===== src/rtl/bbtron_pkg.sv =====
// Shared datapath constants for the bbtron core: default widths, the hardwired-zero
// register address, and the ALU operation encodings the control unit drives.
package bbtron_pkg;

   localparam int BB_DATA_W = 32;
   localparam int BB_ADDR_W = 5;

   localparam logic [4:0] REG_ZERO = 5'd0;

   typedef enum logic [3:0] {
      ALU_AND = 4'b0000,
      ALU_OR  = 4'b0001,
      ALU_SUB = 4'b0010,
      ALU_ADD = 4'b0011,
      ALU_SLT = 4'b0100
   } cu_aluop_e;

endpackage


===== src/rtl/register_bank.sv =====
// Register file: two ALU operand read ports, one debug read port, one write port, zero flag.
// Latency: reads combinational (pre-edge state, no write bypass); writes and flag land on the clock edge.
// Backpressure: none; a write is accepted on every edge with cu_regWrite=1.
module register_bank #(
   parameter int DATA_W   = bbtron_pkg::BB_DATA_W,
   parameter int ADDR_W   = bbtron_pkg::BB_ADDR_W,
   parameter bit ZERO_REG = 1'b1
) (
   input  logic              clock,
   input  logic              reset_n,
   input  logic [ADDR_W-1:0] rs_addr,
   input  logic [ADDR_W-1:0] rt_addr,
   input  logic [ADDR_W-1:0] rd_addr,
   input  logic              cu_regWrite,
   input  logic [DATA_W-1:0] writeData,
   input  logic              cu_flagWrite,
   input  logic              alu_zero,
   output logic [DATA_W-1:0] data1,
   output logic [DATA_W-1:0] data2,
   output logic              flag_zero,
   input  logic [ADDR_W-1:0] dbg_addr,
   output logic [DATA_W-1:0] dbg_data
);
   import bbtron_pkg::*;

   localparam int NUM_REGS = 2 ** ADDR_W;
   localparam int NUM_RD   = 3;

   logic [DATA_W-1:0] regs [NUM_REGS];
   logic [ADDR_W-1:0] rd_port_addr [NUM_RD];
   logic [DATA_W-1:0] rd_port_data [NUM_RD];
   logic              wr_en;

   // Register 0 is never written when hardwired, so it can never hold a nonzero value.
   assign wr_en = cu_regWrite && !(ZERO_REG && (rd_addr == ADDR_W'(REG_ZERO)));

   always_ff @(posedge clock or negedge reset_n) begin
      if (!reset_n) begin
         for (int i = 0; i < NUM_REGS; i++) begin
            regs[i] <= '0;
         end
         flag_zero <= 1'b0;
      end else begin
         if (wr_en) begin
            regs[rd_addr] <= writeData;
         end
         if (cu_flagWrite) begin
            flag_zero <= alu_zero;
         end
      end
   end

   assign rd_port_addr[0] = rs_addr;
   assign rd_port_addr[1] = rt_addr;
   assign rd_port_addr[2] = dbg_addr;

   // Reads see storage only, never writeData, so data1 -> ALU -> writeData cannot loop.
   for (genvar p = 0; p < NUM_RD; p++) begin : g_read
      assign rd_port_data[p] = (ZERO_REG && (rd_port_addr[p] == ADDR_W'(REG_ZERO)))
                               ? '0 : regs[rd_port_addr[p]];
   end

   assign data1    = rd_port_data[0];
   assign data2    = rd_port_data[1];
   assign dbg_data = rd_port_data[2];

endmodule


===== config.mk =====
export PLATFORM = sky130hd
export DESIGN_NAME = register_bank
export DESIGN_NICKNAME = d
export VERILOG_FILES = /design/src/rtl/bbtron_pkg.sv /design/src/rtl/register_bank.sv
export SDC_FILE = /design/constraint.sdc
export NUM_CORES = 2
export LEC_CHECK = 0
export CAP_MARGIN = 20
export CORE_ASPECT_RATIO = 0.6
export CORE_MARGIN = 3
export CORE_UTILIZATION = 57
export DETAILED_ROUTE_END_ITERATION = 8
export PLACE_DENSITY_LB_ADDON = 0.1
export SKIP_CTS_REPAIR_TIMING = 1
export SLEW_MARGIN = 20
export SYNTH_ARGS = -nofsm -noshare
export SYNTH_HDL_FRONTEND = slang
export SYNTH_SLANG_ARGS = --single-unit
export TNS_END_PERCENT = 100

===== constraint.sdc =====
create_clock -name clock -period 2.35 [get_ports clock]
set_input_delay 0.3525 -clock clock [delete_from_list [all_inputs] [get_ports clock]]
set_output_delay 0.3525 -clock clock [all_outputs]
set_load 0.02 [all_outputs]

* After elaboration in Yosys (flattened, before gate mapping)
Index checks and enable logic that the tools add are counted.
Cells by class: magnitude comparators 5, multiplexer cells 15, bitwise logic cells 4, reductions and logical operators 7
Operator list (count):
- 1024-bit bitwise mux | 1
- 32-bit binary-select mux with 5-bit select | 3
- 32-bit 2-to-1 mux | 10
- 32-bit demux with 5-bit select | 1
- 6-bit greater-or-equal comparator (second input constant) | 4
- 5-bit inverter with 6-bit output | 4
- 5-bit zero test | 4
- 6-bit by 1-bit < comparator with 1-bit output (second input constant) | 1
- 1-bit logical AND | 2
- 1-bit zero test | 1
Word-level totals: bits in registers 1025, input bits 57, output and inout bits 97, logic and storage cells 64

* Logic depth before layout (Yosys ltp)
depth in word-level cells 6, mapped depth 9

* Least setup slack after synthesis
No wires, ideal clock.
kind input to output, start point input rt_addr[1], end point output data2[0], arrival time 2.197 ns, data required time 1.997 ns, slack -0.200 ns, cell stages on the path 9, cells stage by stage buf_6 > buf_4 > buf_4 > and2_1 > clkbuf_1 > clkbuf_1 > a22oi_1 > a21oi_1 > nor4_1
On the way: longest elaborated chain between the ends 5
RTL lines:
- start, declared | line register_bank.sv:12 | input logic [ADDR_W-1:0] rt_addr,
- 5-bit inverter with 6-bit output (not written as such) | line register_bank.sv:60 | ? '0 : regs[rd_port_addr[p]];
- 32-bit binary-select mux with 5-bit select | line register_bank.sv:60
- 32-bit 2-to-1 mux (not written as such) (2 in series) | line register_bank.sv:60
- 32-bit 2-to-1 mux * | line register_bank.sv:60
- end, declared | line register_bank.sv:19 | output logic [DATA_W-1:0] data2,
Every way passes the cells marked *; elsewhere a longest branch is shown, timed or not. The select of a mux whose other input is x is not followed.

* Final worst setup path
start point register regs[27] (netlist name), end point output data2[27]
On the way: longest elaborated chain between the ends 4
RTL lines:
- start, declared | line register_bank.sv:29 | logic [DATA_W-1:0] regs [NUM_REGS];
- start signal, assigned by index | line register_bank.sv:45 | regs[rd_addr] <= writeData;
- 32-bit binary-select mux with 5-bit select | line register_bank.sv:60
- 32-bit 2-to-1 mux (not written as such) (2 in series) | line register_bank.sv:60
- 32-bit 2-to-1 mux | line register_bank.sv:60
Every way passes these cells. The select of a mux whose other input is x is not followed.

==> metrics.md <==
| Metric | Value |
|---|---|
| Status | `finished with violations` |
| Failing checks | `negative setup slack` |
| Die X | `433 um` |
| CTS Buf Count | `100` |
| Clk buf depth | `3` |
| CP Capture Type | `output port` |
| Yosys reg bits | `~1,000` |
| Final Setup Violations | `between 90 and 100` |
| DP HPWL | `roughly 170,000 um` |
| Mapped Area | `between 60,000 and 70,000 um2` |
| Final hold vios | `0` |
| Die height | `around 260 um` |
| PD cells | `about 760 nW/um2` |
| Tcrit/Tclk final | `131%` |
| I/O pin count | `around 150` |
| Synth unique cells | `42` |
| Layout area overhead | `31.5%` |
| Yosys warning total | `0` |
| Core Area | `108,000 um2` |
| Die Footprint | `about 110,000 um2` |
| Initial antenna violation count | `3` |
| Async set-or-reset flop fraction in the synthesized netlist | `100%` |
| TritonCTS clock tree | `yes` |
| Critical path required time | `about 2000 ps` |
| Period minus WS final | `just over 3000 ps` |
| Initial core utilization | `between 50% and 60%` |
| Worst-Skew Late Latency | `between 700 and 800 ps` |
| Synthesized area per cell | `roughly 15 um2` |
| Measured slew at the worst slew-check pin | `roughly 900 ps` |
| Gr usage total | `a little over two fifths` |
| Placer Congestion | `~1` |
| Total power | `roughly 62,000 uW` |
| Leak | `between 0.03 and 0.04 uW` |
| Number of routed nets with antenna violations | `0` |
| RSZ-0062 raised after global routing | `yes` |
| Post-synthesis sequential area ratio | `about 41%` |
| Clock skew | `0 ps` |
| Post-synth EDFFs | `0` |
| Share of layout cells above drive strength 1 | `between 60% and 70%` |
| CP Max Fanout | `3` |
| Residual DRC | `0` |
| PortBufs | `153` |
| Inst Count DP | `around 6,600` |
| Relative slew margins | `40.8%` |
| Post-Syn Instances | `around 4,200` |
| Clock slew at reported path FFs | `~70 ps` |
| Max-Cap Viols | `0` |
| DR vias/cell | `about 7.3` |
| Worst Setup Path Type | `register to output port` |
| Final Non-Filler Cells | `roughly 6,800` |
| Syn_nets | `between 4,000 and 5,000` |
| Routed WL per cell | `roughly 37 um` |
| Setup crit start kind | `register` |
| Gr ovfl total | `0` |
| CTS root buf | `clkbuf_16` |
| Dominant synthesized flop cell | `dfrtp_1` |
| Total number of vias | `a little under 50,000` |
| First-pass GRT wire length | `roughly 350,000 um` |
| Largest net degree at the start of global routing | `around 120` |
| HP Class | `input pin to async pin` |
| Iteration count of the initial detailed-routing pass | `8` |
| Worst setup margin | `-730 ps` |
| Clock sinks | `about 1,000` |
| Vias in the first global route | `between 40,000 and 50,000` |
| Peak supply drop | `~0.0006 V` |
| Final WL | `about 250,000 um` |
| Max H-tree Level | `3` |
| Final #Nets | `around 5,300` |
| Final slew viol count | `0` |
| 1st-iter DRT viols | `roughly 7,000` |
| Cell Rows | `93` |
| WP data arrival | `~2700 ps` |
| F_max | `between 0.3 and 0.4 GHz` |
| Setup TNS | `-50,270 ps` |
layout make-up:
cell class / count / area, um2
antenna: 2 / 5.00
sequential: 1025 / 25700
clock buffer: 140 / 2880
tap: 1425 / 1780
fill: 6560 / 26000
timing repair buffer: 1472 / 14000
clock inverter: 40 / 519
inverter: 2 / 7.51
multi-input combinational: 2665 / 37000
worst max-delay path: stages, from the launching register on:
cell and delay (ps):
dfrtp_1 400, buf_6 130, mux4_2 460, mux4_2 530, o22ai_4 210, nor3_4 100
buf_6 150
routing by layer:
metal  vias to the layer above  part of all wire [%]  GRT usage (%)
met5                         -                 0.011          0.126
li1                      19000                     -              -
met2                      4003                    42           61.0
met1                     25800                    37           59.1
met4                         2                   6.3           21.1
met3                       861                    14           15.8
report_power, final:
part | internal, uW | switching (uW)
Sequential | 21000 | 2900
Clock | 9740 | 7530
Combinational | 12400 | 8800
Total | 43100 | 19200
cells by family (layout without fill, tap and decap cells):
logic type | count (synthesis) | in the layout | share of synthesized area (%)
mux | 2019 | 2019 | 48.2
compound gates | 404 | 404 | 4.77
other cells | 0 | 2 | 0
simple gates | 241 | 242 | 2.15
buf+inv | 512 | 1654 | 3.64
flops | 1025 | 1025 | 41.2
cell usage in the layout (no fill, tap or decap), types with 43 or more instances in the layout:
cell       count
dfrtp_1     1021
mux2i_1      280
mux4_2       680
buf_12       180
a22o_1        45
nor3_2        43
mux2_2      1045
o22ai_1       49
a22oi_1       81
buf_6        135
buf_4       1084
clkbuf_16    105
Yosys cell counts, types with 7 or more instances:
cell | n | area, um2
clkbuf_1 | 269 | 1010
nor3_1 | 68 | 340
nand2_1 | 26 | 97.6
nor2b_1 | 43 | 269
and2_1 | 18 | 113
nand2b_1 | 10 | 62.6
a2111oi_0 | 25 | 219
mux2_2 | 1052 | 11800
nor4_1 | 22 | 138
buf_2 | 135 | 676
mux2i_1 | 287 | 2870
a22o_1 | 51 | 447
o32ai_1 | 14 | 123
buf_1 | 66 | 248
buf_4 | 33 | 248
nor2_1 | 22 | 82.6
a32o_1 | 7 | 70.1
o221ai_1 | 25 | 219
a21oi_1 | 46 | 230
a211oi_1 | 47 | 353
o22ai_1 | 91 | 569
mux4_2 | 680 | 15300
dfrtp_1 | 1025 | 25600
a22oi_1 | 83 | 623
state kept, by name (all words and copies together) (netlist names):
signal	flops
regs	1024
flag_zero	1
stage by stage:
step / hold WS, ps / area, um2 / util [%] / setup slack [ps]
floorplan: 56.9 / 62600 / - / -112
global placement: 317 / 75800 / 70.3 / -1320
detailed placement: 316 / 75800 / 70.3 / -1320
CTS: -450 / 79200 / 73.4 / -1520
global route: 180 / 81800 / 75.9 / -766
finish: 173 / 81800 / 75.9 / -730
final timing paths:
kind,from,to,slack (ps),cells past startpoint
max in group asynchronous,reset_n,regs[950]$_DFFE_PN0P_,1120,3
min,reset_n,flag_zero$_DFFE_PN0P_,170,2
max reg2reg,regs[264]$_DFFE_PN0P_,regs[264]$_DFFE_PN0P_,1330,3
min reg2reg,regs[1007]$_DFFE_PN0P_,regs[1007]$_DFFE_PN0P_,420,0
max,regs[27]$_DFFE_PN0P_,data2[27],-730,6
min in group clock,alu_zero,flag_zero$_DFFE_PN0P_,250,2
No activity file was read; power rests on OpenSTA's default activity.
